`config.mk`:
```
export PLATFORM = sky130hd
export DESIGN_NAME = jtpopeye_dwnld_ctrl_flat
export DESIGN_NICKNAME = d
export VERILOG_FILES = /design/src/rtl/jtpopeye_dwnld_ctrl_if.sv /design/src/rtl/jtpopeye_dwnld_ctrl.sv /design/src/flat_wrapper.sv
export SDC_FILE = /design/constraint.sdc
export NUM_CORES = 1
export LEC_CHECK = 0
export ABC_AREA = 1
export BUFFER_PORTS_ARGS = -buffer_cell sky130_fd_sc_hd__clkbuf_2
export CORE_MARGIN = 2
export CORE_UTILIZATION = 30
export CTS_BUF_LIST = sky130_fd_sc_hd__clkbuf_4 sky130_fd_sc_hd__clkbuf_8 sky130_fd_sc_hd__clkbuf_16
export DETAILED_ROUTE_END_ITERATION = 16
export PLACE_DENSITY = 0.53
export REMOVE_ABC_BUFFERS = 1
export SLEW_MARGIN = 10
export SYNTH_ARGS = -nofsm -noshare
export SYNTH_HDL_FRONTEND = slang
export SYNTH_SLANG_ARGS = --single-unit
```
`constraint.sdc`:
```
create_clock -name clk -period 3.4 [get_ports clk]
set_input_delay 0.34 -clock clk [delete_from_list [all_inputs] [get_ports clk]]
set_output_delay 0.34 -clock clk [all_outputs]
set_load 0.02 [all_outputs]
```
`src/rtl/jtpopeye_dwnld_ctrl_if.sv`:
```
// Bus bundle for jtpopeye_dwnld_ctrl: host ioctl byte stream, SDRAM write
// request channel and PROM write port. The slave modport is the sequencer's
// view; the master modport is the host/memory side.
interface jtpopeye_dwnld_ctrl_if;
    logic        downloading;
    logic [21:0] ioctl_addr;
    logic [7:0]  ioctl_data;
    logic        ioctl_wr;
    logic        ioctl_wait;
    logic        sdram_req;
    logic        sdram_ack;
    logic [21:0] sdram_addr;
    logic [15:0] sdram_data;
    logic [1:0]  sdram_mask;
    logic [9:0]  prom_addr;
    logic [7:0]  prom_data;
    logic [5:0]  prom_we;

    modport slave (
        input  downloading, ioctl_addr, ioctl_data, ioctl_wr, sdram_ack,
        output ioctl_wait, sdram_req, sdram_addr, sdram_data, sdram_mask,
               prom_addr, prom_data, prom_we
    );

    modport master (
        output downloading, ioctl_addr, ioctl_data, ioctl_wr, sdram_ack,
        input  ioctl_wait, sdram_req, sdram_addr, sdram_data, sdram_mask,
               prom_addr, prom_data, prom_we
    );
endinterface

```
`src/rtl/jtpopeye_dwnld_ctrl.sv`:
```
// Download sequencer: routes host ioctl bytes either into a small FIFO that
// feeds the SDRAM controller (req/ack) or to six on-chip PROM write strobes,
// throttles the host when the FIFO is full, and holds the game in reset until
// all writes have retired plus a guard interval.
// Optional build macro JTPOPEYE_DWNLD_CHK_EN adds a 16-bit byte checksum output.
module jtpopeye_dwnld_ctrl #(
    parameter int PROM_START = 65536,
    parameter int FIFO_AW    = 2,
    parameter int RST_HOLD   = 16
) (
    input  logic                  clk,
    input  logic                  rst_n,
    jtpopeye_dwnld_ctrl_if.slave  bus,
    output logic                  ovf,
    output logic                  dwnld_busy,
    output logic                  game_rst_n
`ifdef JTPOPEYE_DWNLD_CHK_EN
    ,
    output logic [15:0]           chk
`endif
);

    localparam int                DEPTH     = 1 << FIFO_AW;
    localparam int                HW        = $clog2(RST_HOLD + 1);
    localparam logic [21:0]       PROM_BASE = 22'(PROM_START);
    localparam logic [21:0]       PROM_SPAN = 22'd6144;
    localparam logic [FIFO_AW:0]  FULL_CNT  = (FIFO_AW + 1)'(DEPTH);
    localparam logic [HW-1:0]     HOLD_INIT = HW'(RST_HOLD);

    typedef enum logic {
        ST_IDLE,
        ST_REQ
    } state_t;

    typedef struct packed {
        logic [20:0] waddr;
        logic [7:0]  data;
        logic        a0;
    } fifo_entry_t;

    fifo_entry_t          fifo_mem_q [DEPTH];
    fifo_entry_t          fifo_mem_d [DEPTH];
    fifo_entry_t          head;
    logic [FIFO_AW-1:0]   wr_ptr_q, wr_ptr_d;
    logic [FIFO_AW-1:0]   rd_ptr_q, rd_ptr_d;
    logic [FIFO_AW:0]     count_q, count_d;
    logic                 ovf_q, ovf_d;

    state_t               state_q, state_d;
    logic                 sdram_req_q, sdram_req_d;
    logic [21:0]          sdram_addr_q, sdram_addr_d;
    logic [15:0]          sdram_data_q, sdram_data_d;
    logic [1:0]           sdram_mask_q, sdram_mask_d;

    logic [9:0]           prom_addr_q, prom_addr_d;
    logic [7:0]           prom_data_q, prom_data_d;
    logic [5:0]           prom_we_q, prom_we_d;

    logic                 busy_q, busy_d;
    logic [HW-1:0]        hold_q, hold_d;
    logic                 game_rst_n_q, game_rst_n_d;

    logic [21:0]          prom_off;
    logic                 below_prom;
    logic                 sdram_wr;
    logic                 prom_hit;
    logic                 fifo_full;
    logic                 push;
    logic                 pop;

    assign below_prom = bus.ioctl_addr < PROM_BASE;
    assign prom_off   = bus.ioctl_addr - PROM_BASE;
    assign sdram_wr   = bus.ioctl_wr && below_prom;
    assign prom_hit   = bus.ioctl_wr && !below_prom && (prom_off < PROM_SPAN);
    assign fifo_full  = (count_q == FULL_CNT);
    assign push       = sdram_wr && !fifo_full;
    assign pop        = (state_q == ST_REQ) && bus.sdram_ack;
    assign head       = fifo_mem_q[rd_ptr_q];

    // FIFO bookkeeping: a full FIFO rejects the byte even if a pop happens in the same cycle
    always_comb begin
        fifo_mem_d = fifo_mem_q;
        wr_ptr_d   = wr_ptr_q;
        rd_ptr_d   = rd_ptr_q;
        count_d    = count_q;
        ovf_d      = ovf_q;
        if (push) begin
            fifo_mem_d[wr_ptr_q] = '{waddr: bus.ioctl_addr[21:1],
                                     data:  bus.ioctl_data,
                                     a0:    bus.ioctl_addr[0]};
            wr_ptr_d = wr_ptr_q + FIFO_AW'(1);
        end
        if (sdram_wr && fifo_full) begin
            ovf_d = 1'b1;
        end
        if (pop) begin
            rd_ptr_d = rd_ptr_q + FIFO_AW'(1);
        end
        case ({push, pop})
            2'b10:   count_d = count_q + (FIFO_AW + 1)'(1);
            2'b01:   count_d = count_q - (FIFO_AW + 1)'(1);
            default: count_d = count_q;
        endcase
    end

    // Issue FSM: load the head into the request fields, then hold them until acked
    always_comb begin
        state_d      = state_q;
        sdram_req_d  = sdram_req_q;
        sdram_addr_d = sdram_addr_q;
        sdram_data_d = sdram_data_q;
        sdram_mask_d = sdram_mask_q;
        case (state_q)
            ST_IDLE: begin
                if (count_q != '0) begin
                    sdram_addr_d = {1'b0, head.waddr};
                    sdram_data_d = {head.data, head.data};
                    sdram_mask_d = {head.a0, ~head.a0};
                    sdram_req_d  = 1'b1;
                    state_d      = ST_REQ;
                end
            end
            ST_REQ: begin
                if (bus.sdram_ack) begin
                    sdram_req_d = 1'b0;
                    state_d     = ST_IDLE;
                end
            end
            default: begin
                sdram_req_d = 1'b0;
                state_d     = ST_IDLE;
            end
        endcase
    end

    // PROM path: one-cycle one-hot strobe selected by the 1 KiB bank of the offset
    always_comb begin
        prom_addr_d = prom_addr_q;
        prom_data_d = prom_data_q;
        prom_we_d   = 6'b000000;
        if (prom_hit) begin
            prom_addr_d = prom_off[9:0];
            prom_data_d = bus.ioctl_data;
            prom_we_d   = 6'b000001 << prom_off[12:10];
        end
    end

    // Busy tracking and game reset guard counter
    always_comb begin
        busy_d       = bus.downloading || (count_q != '0) || sdram_req_q;
        hold_d       = hold_q;
        game_rst_n_d = 1'b0;
        if (busy_q) begin
            hold_d = HOLD_INIT;
        end else begin
            if (hold_q != '0) begin
                hold_d = hold_q - HW'(1);
            end
            game_rst_n_d = (hold_q <= HW'(1));
        end
    end

    // State registers for the whole block
    always_ff @(posedge clk or negedge rst_n) begin
        if (!rst_n) begin
            fifo_mem_q   <= '{default: '0};
            wr_ptr_q     <= '0;
            rd_ptr_q     <= '0;
            count_q      <= '0;
            ovf_q        <= 1'b0;
            state_q      <= ST_IDLE;
            sdram_req_q  <= 1'b0;
            sdram_addr_q <= '0;
            sdram_data_q <= '0;
            sdram_mask_q <= '0;
            prom_addr_q  <= '0;
            prom_data_q  <= '0;
            prom_we_q    <= '0;
            busy_q       <= 1'b0;
            hold_q       <= HOLD_INIT;
            game_rst_n_q <= 1'b0;
        end else begin
            fifo_mem_q   <= fifo_mem_d;
            wr_ptr_q     <= wr_ptr_d;
            rd_ptr_q     <= rd_ptr_d;
            count_q      <= count_d;
            ovf_q        <= ovf_d;
            state_q      <= state_d;
            sdram_req_q  <= sdram_req_d;
            sdram_addr_q <= sdram_addr_d;
            sdram_data_q <= sdram_data_d;
            sdram_mask_q <= sdram_mask_d;
            prom_addr_q  <= prom_addr_d;
            prom_data_q  <= prom_data_d;
            prom_we_q    <= prom_we_d;
            busy_q       <= busy_d;
            hold_q       <= hold_d;
            game_rst_n_q <= game_rst_n_d;
        end
    end

    assign bus.ioctl_wait = fifo_full;
    assign bus.sdram_req  = sdram_req_q;
    assign bus.sdram_addr = sdram_addr_q;
    assign bus.sdram_data = sdram_data_q;
    assign bus.sdram_mask = sdram_mask_q;
    assign bus.prom_addr  = prom_addr_q;
    assign bus.prom_data  = prom_data_q;
    assign bus.prom_we    = prom_we_q;
    assign ovf            = ovf_q;
    assign dwnld_busy     = busy_q;
    assign game_rst_n     = game_rst_n_q;

`ifdef JTPOPEYE_DWNLD_CHK_EN
    logic [15:0] chk_q, chk_d;
    logic        dl_q;
    logic        accept;

    assign accept = push || prom_hit;

    // Checksum of accepted bytes, restarted when a new download window opens
    always_comb begin
        chk_d = (bus.downloading && !dl_q) ? 16'h0000 : chk_q;
        if (accept) begin
            chk_d = chk_d + {8'h00, bus.ioctl_data};
        end
    end

    // Checksum and download-edge registers
    always_ff @(posedge clk or negedge rst_n) begin
        if (!rst_n) begin
            chk_q <= '0;
            dl_q  <= 1'b0;
        end else begin
            chk_q <= chk_d;
            dl_q  <= bus.downloading;
        end
    end

    assign chk = chk_q;
`endif

endmodule

```
`src/flat_wrapper.sv`:
```
// flat-port wrapper written by rule: the top's interface ports become plain ports
module jtpopeye_dwnld_ctrl_flat 
#(
    parameter int PROM_START = 65536,
    parameter int FIFO_AW    = 2,
    parameter int RST_HOLD   = 16
)
  (clk, rst_n, ovf, dwnld_busy, game_rst_n, bus_downloading, bus_ioctl_addr, bus_ioctl_data, bus_ioctl_wr, bus_sdram_ack, bus_ioctl_wait, bus_sdram_req, bus_sdram_addr, bus_sdram_data, bus_sdram_mask, bus_prom_addr, bus_prom_data, bus_prom_we);
  jtpopeye_dwnld_ctrl_if bus_i ();
  input  logic clk;
  input  logic rst_n;
  output logic ovf;
  output logic dwnld_busy;
  output logic game_rst_n;
  input wire logic [$bits(bus_i.downloading)-1:0] bus_downloading;
  input wire logic [$bits(bus_i.ioctl_addr)-1:0] bus_ioctl_addr;
  input wire logic [$bits(bus_i.ioctl_data)-1:0] bus_ioctl_data;
  input wire logic [$bits(bus_i.ioctl_wr)-1:0] bus_ioctl_wr;
  input wire logic [$bits(bus_i.sdram_ack)-1:0] bus_sdram_ack;
  output wire logic [$bits(bus_i.ioctl_wait)-1:0] bus_ioctl_wait;
  output wire logic [$bits(bus_i.sdram_req)-1:0] bus_sdram_req;
  output wire logic [$bits(bus_i.sdram_addr)-1:0] bus_sdram_addr;
  output wire logic [$bits(bus_i.sdram_data)-1:0] bus_sdram_data;
  output wire logic [$bits(bus_i.sdram_mask)-1:0] bus_sdram_mask;
  output wire logic [$bits(bus_i.prom_addr)-1:0] bus_prom_addr;
  output wire logic [$bits(bus_i.prom_data)-1:0] bus_prom_data;
  output wire logic [$bits(bus_i.prom_we)-1:0] bus_prom_we;
  assign bus_i.downloading = bus_downloading;
  assign bus_i.ioctl_addr = bus_ioctl_addr;
  assign bus_i.ioctl_data = bus_ioctl_data;
  assign bus_i.ioctl_wr = bus_ioctl_wr;
  assign bus_i.sdram_ack = bus_sdram_ack;
  assign bus_ioctl_wait = bus_i.ioctl_wait;
  assign bus_sdram_req = bus_i.sdram_req;
  assign bus_sdram_addr = bus_i.sdram_addr;
  assign bus_sdram_data = bus_i.sdram_data;
  assign bus_sdram_mask = bus_i.sdram_mask;
  assign bus_prom_addr = bus_i.prom_addr;
  assign bus_prom_data = bus_i.prom_data;
  assign bus_prom_we = bus_i.prom_we;
  jtpopeye_dwnld_ctrl #(.PROM_START(PROM_START), .FIFO_AW(FIFO_AW), .RST_HOLD(RST_HOLD)) u_core (.clk(clk), .rst_n(rst_n), .bus(bus_i), .ovf(ovf), .dwnld_busy(dwnld_busy), .game_rst_n(game_rst_n));
endmodule
```
==> results of run 1 <==
stage by stage:
stage	worst slack [ps]	instance area, µm²	util [%]
finish	1040	10200	35.3
global route	931	10200	35.3
CTS	1040	10200	35.3
detailed placement	1050	9580	33.2
global placement	1130	9580	33.2
floorplan	443	8350	-
report_power, final:
part           leakage [nW]  switching [mW]  internal, mW
clock network         0.282           0.885          1.14
logic                  2.82            1.74         0.679
registers              2.61           0.168          2.55
total                  5.72            2.79          4.37
flip-flops by register name (all words and copies together), names as in the netlist, 2 cells and up:
register	flops
u_core.fifo_mem_q	120
u_core.hold_q	5
u_core.rd_ptr_q	2
u_core.count_q	3
u_core.bus.prom_addr	10
u_core.wr_ptr_q	2
u_core.bus.sdram_mask	2
u_core.bus.sdram_addr	21
u_core.bus.prom_we	6
u_core.bus.sdram_data	8
u_core.bus.prom_data	8
final cells by class:
cell class / count / share of cell area, %
clock buffers: 22 / 4.67
clock inverters: 9 / 1.08
inverters: 48 / 1.77
multi-input cells: 759 / 33.1
flip-flops and latches: 192 / 47.2
well taps: 384 / 4.72
repair buffers: 127 / 7.46
cells by family after synthesis:
| logic type | after synthesis |
|---|---|
| simple gates | 676 |
| flops | 192 |
| buf+inv | 136 |
| compound gates | 70 |
| fa+ha+maj | 9 |
| xor+xnor | 3 |
| other cells | 1 |
per-layer routing:
metal | GRT usage, % | up-vias | share of wire [%]
met5 | 0 | - | 0.048
met4 | 3.96 | 2 | 1.1
met3 | 3.12 | 18 | 4.7
met2 | 27.2 | 157 | 47
met1 | 23.2 | 3587 | 48
li1 | - | 3589 | -
cells in the mapped netlist, types with 5 or more instances:
library cell | count | area (µm²)
buf_2 | 43 | 215
buf_4 | 22 | 165
clkbuf_1 | 20 | 75.1
dfrtp_1 | 191 | 4780
ha_1 | 8 | 100
inv_1 | 44 | 165
nand2_1 | 398 | 1490
nand3_1 | 30 | 150
nand4_1 | 96 | 601
nor2_1 | 142 | 533
o21ai_0 | 59 | 295
o21ai_1 | 5 | 25.0
timing repair:
item / CTS / global route
hold endpoints to repair: 73 / 0
resized for setup: 0 / 0
hold buffers: 1 / 0
worst max path at each step:
stage | slack, ps | end
2_1_floorplan | 440 | u_core.fifo_mem_q[0]
5_1_grt | 930 | bus_ioctl_wait
6_report | 1040 | bus_ioctl_wait
4_1_cts | 1040 | bus_ioctl_wait
3_3_place_gp | 1130 | u_core.count_q[1]
3_5_place_dp | 1050 | u_core.count_q[1]
tightest hold or removal path: stages:
cell	delay, ps
clkbuf_2	80
nor2_1	40
nand2_1	50
==> reports/results.tsv, run 1 <==
stage	metric	value	unit
power_and_ir_drop	Worst VDD drop	0.000308	V
final_layout	most frequent cells in the layout	398 x nand2_1, 190 x dfrtp_1, 142 x nor2_1	
drt	Initial DRC Count	551	
clock_network	clk root buf	clkbuf_16	
floorplanning	DIE WIDTH	176	µm
final_layout	most common cell after layout, fill and taps aside	nand2_1	
synthesis	Mapped Area	8830	µm²
run	max-cap violations	0	
clock_network	clock slew at reported path FFs	80	ps
setup_path	nature of the critical path endpoint	primary output	
synthesis	number of synthesized flops with an enable pin	0	
setup_path	Required @ worst endpoint	3060	ps
drt	Residual DRC	0	
placement	gpl congestion	0.752	
sta	transition time of the tightest slew-check pin	1080	ps
global_route	first-pass GRT wire length	40400	µm
setup_path	Crit path arrival time	2020	ps
setup_path	launch point of the worst reg-to-reg path	u_core.count_q[1]	
synthesis	ys flop type	dfrtp_1	
setup_path	CP delay by family, top	buffers and inverters	
hold_path	worst hold stages	3	
sta	final hold violations	0	
sta	Worst slew margin	27.9	%
global_route	initial antenna violation count	1	
hold_path	hold path endpoint	u_core.dwnld_busy	
power_and_ir_drop	P per Cell Area	704	nW/µm²
clock_network	Post CTS Setup Buffer Count	0	
floorplanning	Initial Util	30.6	%
synthesis	register area share after synthesis	54.4	%
setup_path	r2r endpoint	u_core.count_q[2]	
clock_network	Sink Count	192	
setup_path	R2R Setup Slk	1150	ps
final_layout	Fill cells	3083	
setup_path	critical path startpoint	u_core.count_q[1]	
final_layout	n_diodes	0	
floorplanning	cell row count	62	
placement	placed cell count	1509	
setup_path	Startpoint Class	register	
global_route	total track usage	16.7	%
hold_path	Hold Startpoint	bus_downloading	
power_and_ir_drop	total power	7.17	mW
synthesis	mux cell area share after synthesis	0	%
global_route	total global routing overflow	0	
setup_path	WP depth	5	
sta	setup TNS	0	ps
setup_path	crit-path cells	inv_1 > nand3_4 > buf_4 > inv_2 > clkbuf_2	
drt	Vias/cell	4.77	
drt	DR WL/cell	16.1	µm
sta	RSZ-0062 raised after global routing	no	
status	status	finished, final reports clean	
synthesis	synth warn	0	
placement	Port Buffer Count	102	
synthesis	largest family of logic cells by synthesized area	simple AND/OR/NAND/NOR gates	
sta	Slew Limit Fails	0	
setup_path	number of buffer and inverter stages on the critical path	4	
synthesis	Compound-Gate Fraction of Synth Area	4.02	%
clock_network	TritonCTS buffer count	17	
sta	hold_ws	95.1	ps
clock_network	CTS tree	yes	
synthesis	simple-gate share of the synthesized area	32.3	%
sta	crit share post-route	69.3	%
sta	skew final	16.1	ps
drt	DRT Pass-1 Iters	6	
final_layout	register area	4810	µm²
final_layout	Nets	1189	
sta	Period minus WS final	2360	ps
synthesis	xor and xnor area share after synthesis	0.297	%
setup_path	crit path max-delay cell type	dfrtp_1	
global_route	largest net degree at the start of global routing	78	
sta	Setup Viol. Count Final	0	
clock_network	deepest clock path buffer count	2	
setup_path	CP Max Fanout	39	
synthesis	Async SR Flop Fraction	100	%
final_layout	final non-filler cell total	1541	
synthesis	syn_area_per_cell	8.13	µm²
final_layout	Area Overhead vs Synth	15.2	%
clock_network	Clock Latency Late Sink	440	ps
setup_path	CP peak stage delay	400	ps
floorplanning	CORE AREA	28900	µm²
floorplanning	IO Pins	104	
synthesis	Synth Register Bits	192	
clock_network	htree depth	4	
drt	via count	7353	
floorplanning	Die ar.	30800	µm²
synthesis	adder-cell share of the synthesized area	1.36	%
sta	Max Clk Rate	0.424	GHz
synthesis	Cells after Synth	1087	
setup_path	R2R depth	10	
final_layout	footprint of the multi-input gates	3370	µm²
power_and_ir_drop	P_leak	5.72	nW
drt	Routed Antenna Nets	0	
synthesis	Distinct cells, synth	29	
drt	drt total wl	24800	µm
floorplanning	die height	176	µm
hold_path	Hold Path Class	primary input to register	
global_route	vias in the first global route	7259	
final_layout	share of layout cells above drive strength 1	14.7	%
placement	dpl hpwl	14700	µm
setup_path	CP Class	register to primary output	
No activity file was read; power rests on OpenSTA's default activity.
==> run 2: changes to the inputs <==
--- a/config.mk
+++ b/config.mk
@@ -11,7 +11,7 @@
 export CORE_UTILIZATION = 30
 export CTS_BUF_LIST = sky130_fd_sc_hd__clkbuf_4 sky130_fd_sc_hd__clkbuf_8 sky130_fd_sc_hd__clkbuf_16
 export DETAILED_ROUTE_END_ITERATION = 16
-export PLACE_DENSITY = 0.53
+export PLACE_DENSITY = 0.54
 export REMOVE_ABC_BUFFERS = 1
 export SLEW_MARGIN = 10
 export SYNTH_ARGS = -nofsm -noshare
==> constraint.sdc (replaced) <==
create_clock -name clk -period 2 [get_ports clk]
set_input_delay 0.2 -clock clk [delete_from_list [all_inputs] [get_ports clk]]
set_output_delay 0.2 -clock clk [all_outputs]
set_load 0.02 [all_outputs]
==> run 2 against run 1 <==
Die area unchanged. Critical endpoint unchanged. Flip-flop and latch count is the same. Via count rose by 1.2%. Global-route usage shrank 0.22 points. Highest routed layer is now met4. First-iteration DRC count up 14%. Clock power rose by 71%.
==> reports/results.tsv, run 2 (synthesis gave the netlist of run 1 again) <==
stage	metric	value	unit	change
status	status	finished, final reports clean		
clock_network	clk root buf	clkbuf_16		
setup_path	crit path max-delay cell type	dfrtp_1		
drt	drt total wl	24600	µm	-0.88%
sta	Setup Viol. Count Final	0		unchanged
drt	DRT Pass-1 Iters	5		-1
sta	Slew Limit Fails	0		unchanged
placement	Port Buffer Count	102		unchanged
global_route	total global routing overflow	0		unchanged
hold_path	Hold Startpoint	bus_ioctl_data[0]		
final_layout	most frequent cells in the layout	398 x nand2_1, 190 x dfrtp_1, 142 x nor2_1		
setup_path	critical path startpoint	u_core.count_q[0]		
power_and_ir_drop	total power	12.3	mW	+72%
clock_network	Post CTS Setup Buffer Count	0		unchanged
setup_path	Required @ worst endpoint	1800	ps	-1260 ps
power_and_ir_drop	Combinational Power Share	34.3	%	+0.5 points
global_route	met2 Track Usage GR	26.2	%	-0.94 points
final_layout	max FFs per register	120		unchanged
floorplanning	CORE AREA	28900	µm²	unchanged
hold_path	worst hold stages	3		unchanged
final_layout	Nets	1204		+1.3%
global_route	initial antenna violation count	1		unchanged
power_and_ir_drop	clock network power share	28.2	%	about the same
drt	DR WL/cell	15.8	µm	-1.9%
power_and_ir_drop	internal power	7.52	mW	+72%
global_route	largest net degree at the start of global routing	104		+33%
setup_path	most frequent CP cell	inv_2		
setup_path	CP delay by family, top	buffers and inverters		
floorplanning	Die ar.	30800	µm²	unchanged
sta	final hold violations	0		unchanged
drt	Initial DRC Count	629		+14%
power_and_ir_drop	share of power burned in registers	37.5	%	-0.4 points
floorplanning	die height	176	µm	unchanged
setup_path	number of buffer and inverter stages on the critical path	4		unchanged
power_and_ir_drop	P per Cell Area	1190	nW/µm²	+70%
setup_path	CP Max Fanout	103		+160%
drt	Routed Antenna Nets	0		unchanged
global_route	vias in the first global route	7189		-0.96%
power_and_ir_drop	P_leak	5.80	nW	+1.4%
setup_path	Startpoint Class	register		
setup_path	R2R depth	10		unchanged
hold_path	Hold Path Class	primary input to register		
global_route	GR Layer Usage met3	3.16	%	+0.043 points
drt	Residual DRC	0		unchanged
floorplanning	IO Pins	104		unchanged
sta	Period minus WS final	1870	ps	
floorplanning	DIE WIDTH	176	µm	unchanged
sta	setup TNS	0	ps	unchanged
global_route	total track usage	16.5	%	-0.22 points
sta	skew final	11.6	ps	-4.50 ps
placement	dpl hpwl	15500	µm	+5.6%
setup_path	crit-path cells	inv_2 > nand3_4 > buf_12 > inv_2 > clkbuf_2		
clock_network	clock slew at reported path FFs	80	ps	about the same
clock_network	deepest clock path buffer count	2		unchanged
floorplanning	cell row count	62		unchanged
power_and_ir_drop	Net Sw Power	4.83	mW	+73%
sta	Max Clk Rate	0.534	GHz	
final_layout	share of layout cells above drive strength 1	15.7	%	+1.0 points
global_route	GRT met1 Usage	23.0	%	-0.24 points
clock_network	CTS tree	yes		
sta	crit share post-route	93.6	%	
drt	via count	7442		+1.2%
final_layout	Largest Register	u_core.fifo_mem_q		
hold_path	hold path endpoint	u_core.bus.prom_data[0]		
placement	gpl congestion	0.758		+0.80%
final_layout	Area Overhead vs Synth	17.1	%	
final_layout	most common cell after layout, fill and taps aside	nand2_1		
clock_network	TritonCTS buffer count	17		unchanged
setup_path	R2R Setup Slk	290	ps	-860 ps
final_layout	Fill cells	3039		-1.4%
setup_path	nature of the critical path endpoint	primary output		
sta	RSZ-0062 raised after global routing	no		
setup_path	CP Class	register to primary output		
setup_path	CP peak stage delay	410	ps	about the same
clock_network	Clock Latency Late Sink	430	ps	about the same
setup_path	r2r endpoint	u_core.count_q[2]		
power_and_ir_drop	Switching Share	39.1	%	+0.098 points
setup_path	launch point of the worst reg-to-reg path	u_core.count_q[1]		
floorplanning	Initial Util	30.6	%	unchanged
run	max-cap violations	0		unchanged
drt	Vias/cell	4.78		+0.17%
setup_path	WP depth	5		unchanged
global_route	gr busiest metal	met2		
clock_network	Sink Count	192		unchanged
power_and_ir_drop	Worst VDD drop	0.000695	V	+130%
global_route	first-pass GRT wire length	39900	µm	-1.3%
clock_network	htree depth	4		unchanged
setup_path	Crit path arrival time	1670	ps	-350 ps
## run 2: worst max-delay path by stage
stage / to / slack, ps
after floorplan: u_core.count_q[2] / -850
after global placement: u_core.fifo_mem_q[90] / 270
after detailed placement: u_core.count_q[1] / 220
after CTS: bus_ioctl_wait / 130
after global routing: bus_ioctl_wait / 40
final: bus_ioctl_wait / 130
## run 2: through the flow
stage / utilization (%) / setup WS [ps] / std cells / hold slack, ps / cell area (µm²)
floorplan: - / -848 / 999 / -95.6 / 8350
global placement: 33.7 / 268 / 1523 / 30.3 / 9730
detailed placement: 33.7 / 215 / 1523 / 28.8 / 9730
CTS: 35.8 / 133 / 1556 / 45.1 / 10300
global route: 35.8 / 36.4 / 1556 / 60.1 / 10300
finish: 35.8 / 129 / 1557 / 69.6 / 10300
## run 2: power groups by stage
| stage | Clock, mW | Combinational, mW | Sequential [mW] |
|---|---|---|---|
| 2_1_floorplan | 0 | 2.07 | 5.18 |
| 3_3_place_gp | 0 | 4.26 | 4.70 |
| 3_5_place_dp | 0 | 4.29 | 4.70 |
| 4_1_cts | 3.58 | 4.31 | 4.63 |
| 5_1_grt | 3.74 | 4.79 | 4.69 |
| 6_report | 3.48 | 4.24 | 4.63 |
## run 2: area by class of cell
| type | count | area [µm²] | area share, % |
|---|---|---|---|
| sequential | 192 | 4810 | 46.5 |
| multi-input combinational | 759 | 3370 | 32.6 |
| clock buffer | 18 | 439 | 4.25 |
| timing repair buffer | 142 | 912 | 8.82 |
| tap | 384 | 480 | 4.65 |
| inverter | 48 | 180 | 1.74 |
| clock inverter | 13 | 154 | 1.49 |
| antenna | 1 | 2.50 | 0.0242 |
## run 2: repair_timing
| action | in CTS | in global routing |
|---|---|---|
| resized for setup | 0 | 0 |
| endpoints found under the hold margin | 192 | 0 |
| hold buffers | 2 | 0 |
## run 2: routing by layer
metal	part of all wire, %	vias to the layer above	wire, µm
met5	0	-	0
met4	2.2	0	536
met3	4.7	26	1160
met2	46	192	11300
met1	47	3618	11600
li1	-	3606	-
## run 2: worst reg2reg max path, cell delays in order, from the launching register on
cell and delay [ps]:
dfrtp_1 400, inv_1 140, nand3_4 100, nand2_2 100, ha_1 140, inv_1 70
fa_1 380, nor2_1 110, nor2_1 40, nand2_1 70, xnor2_1 110
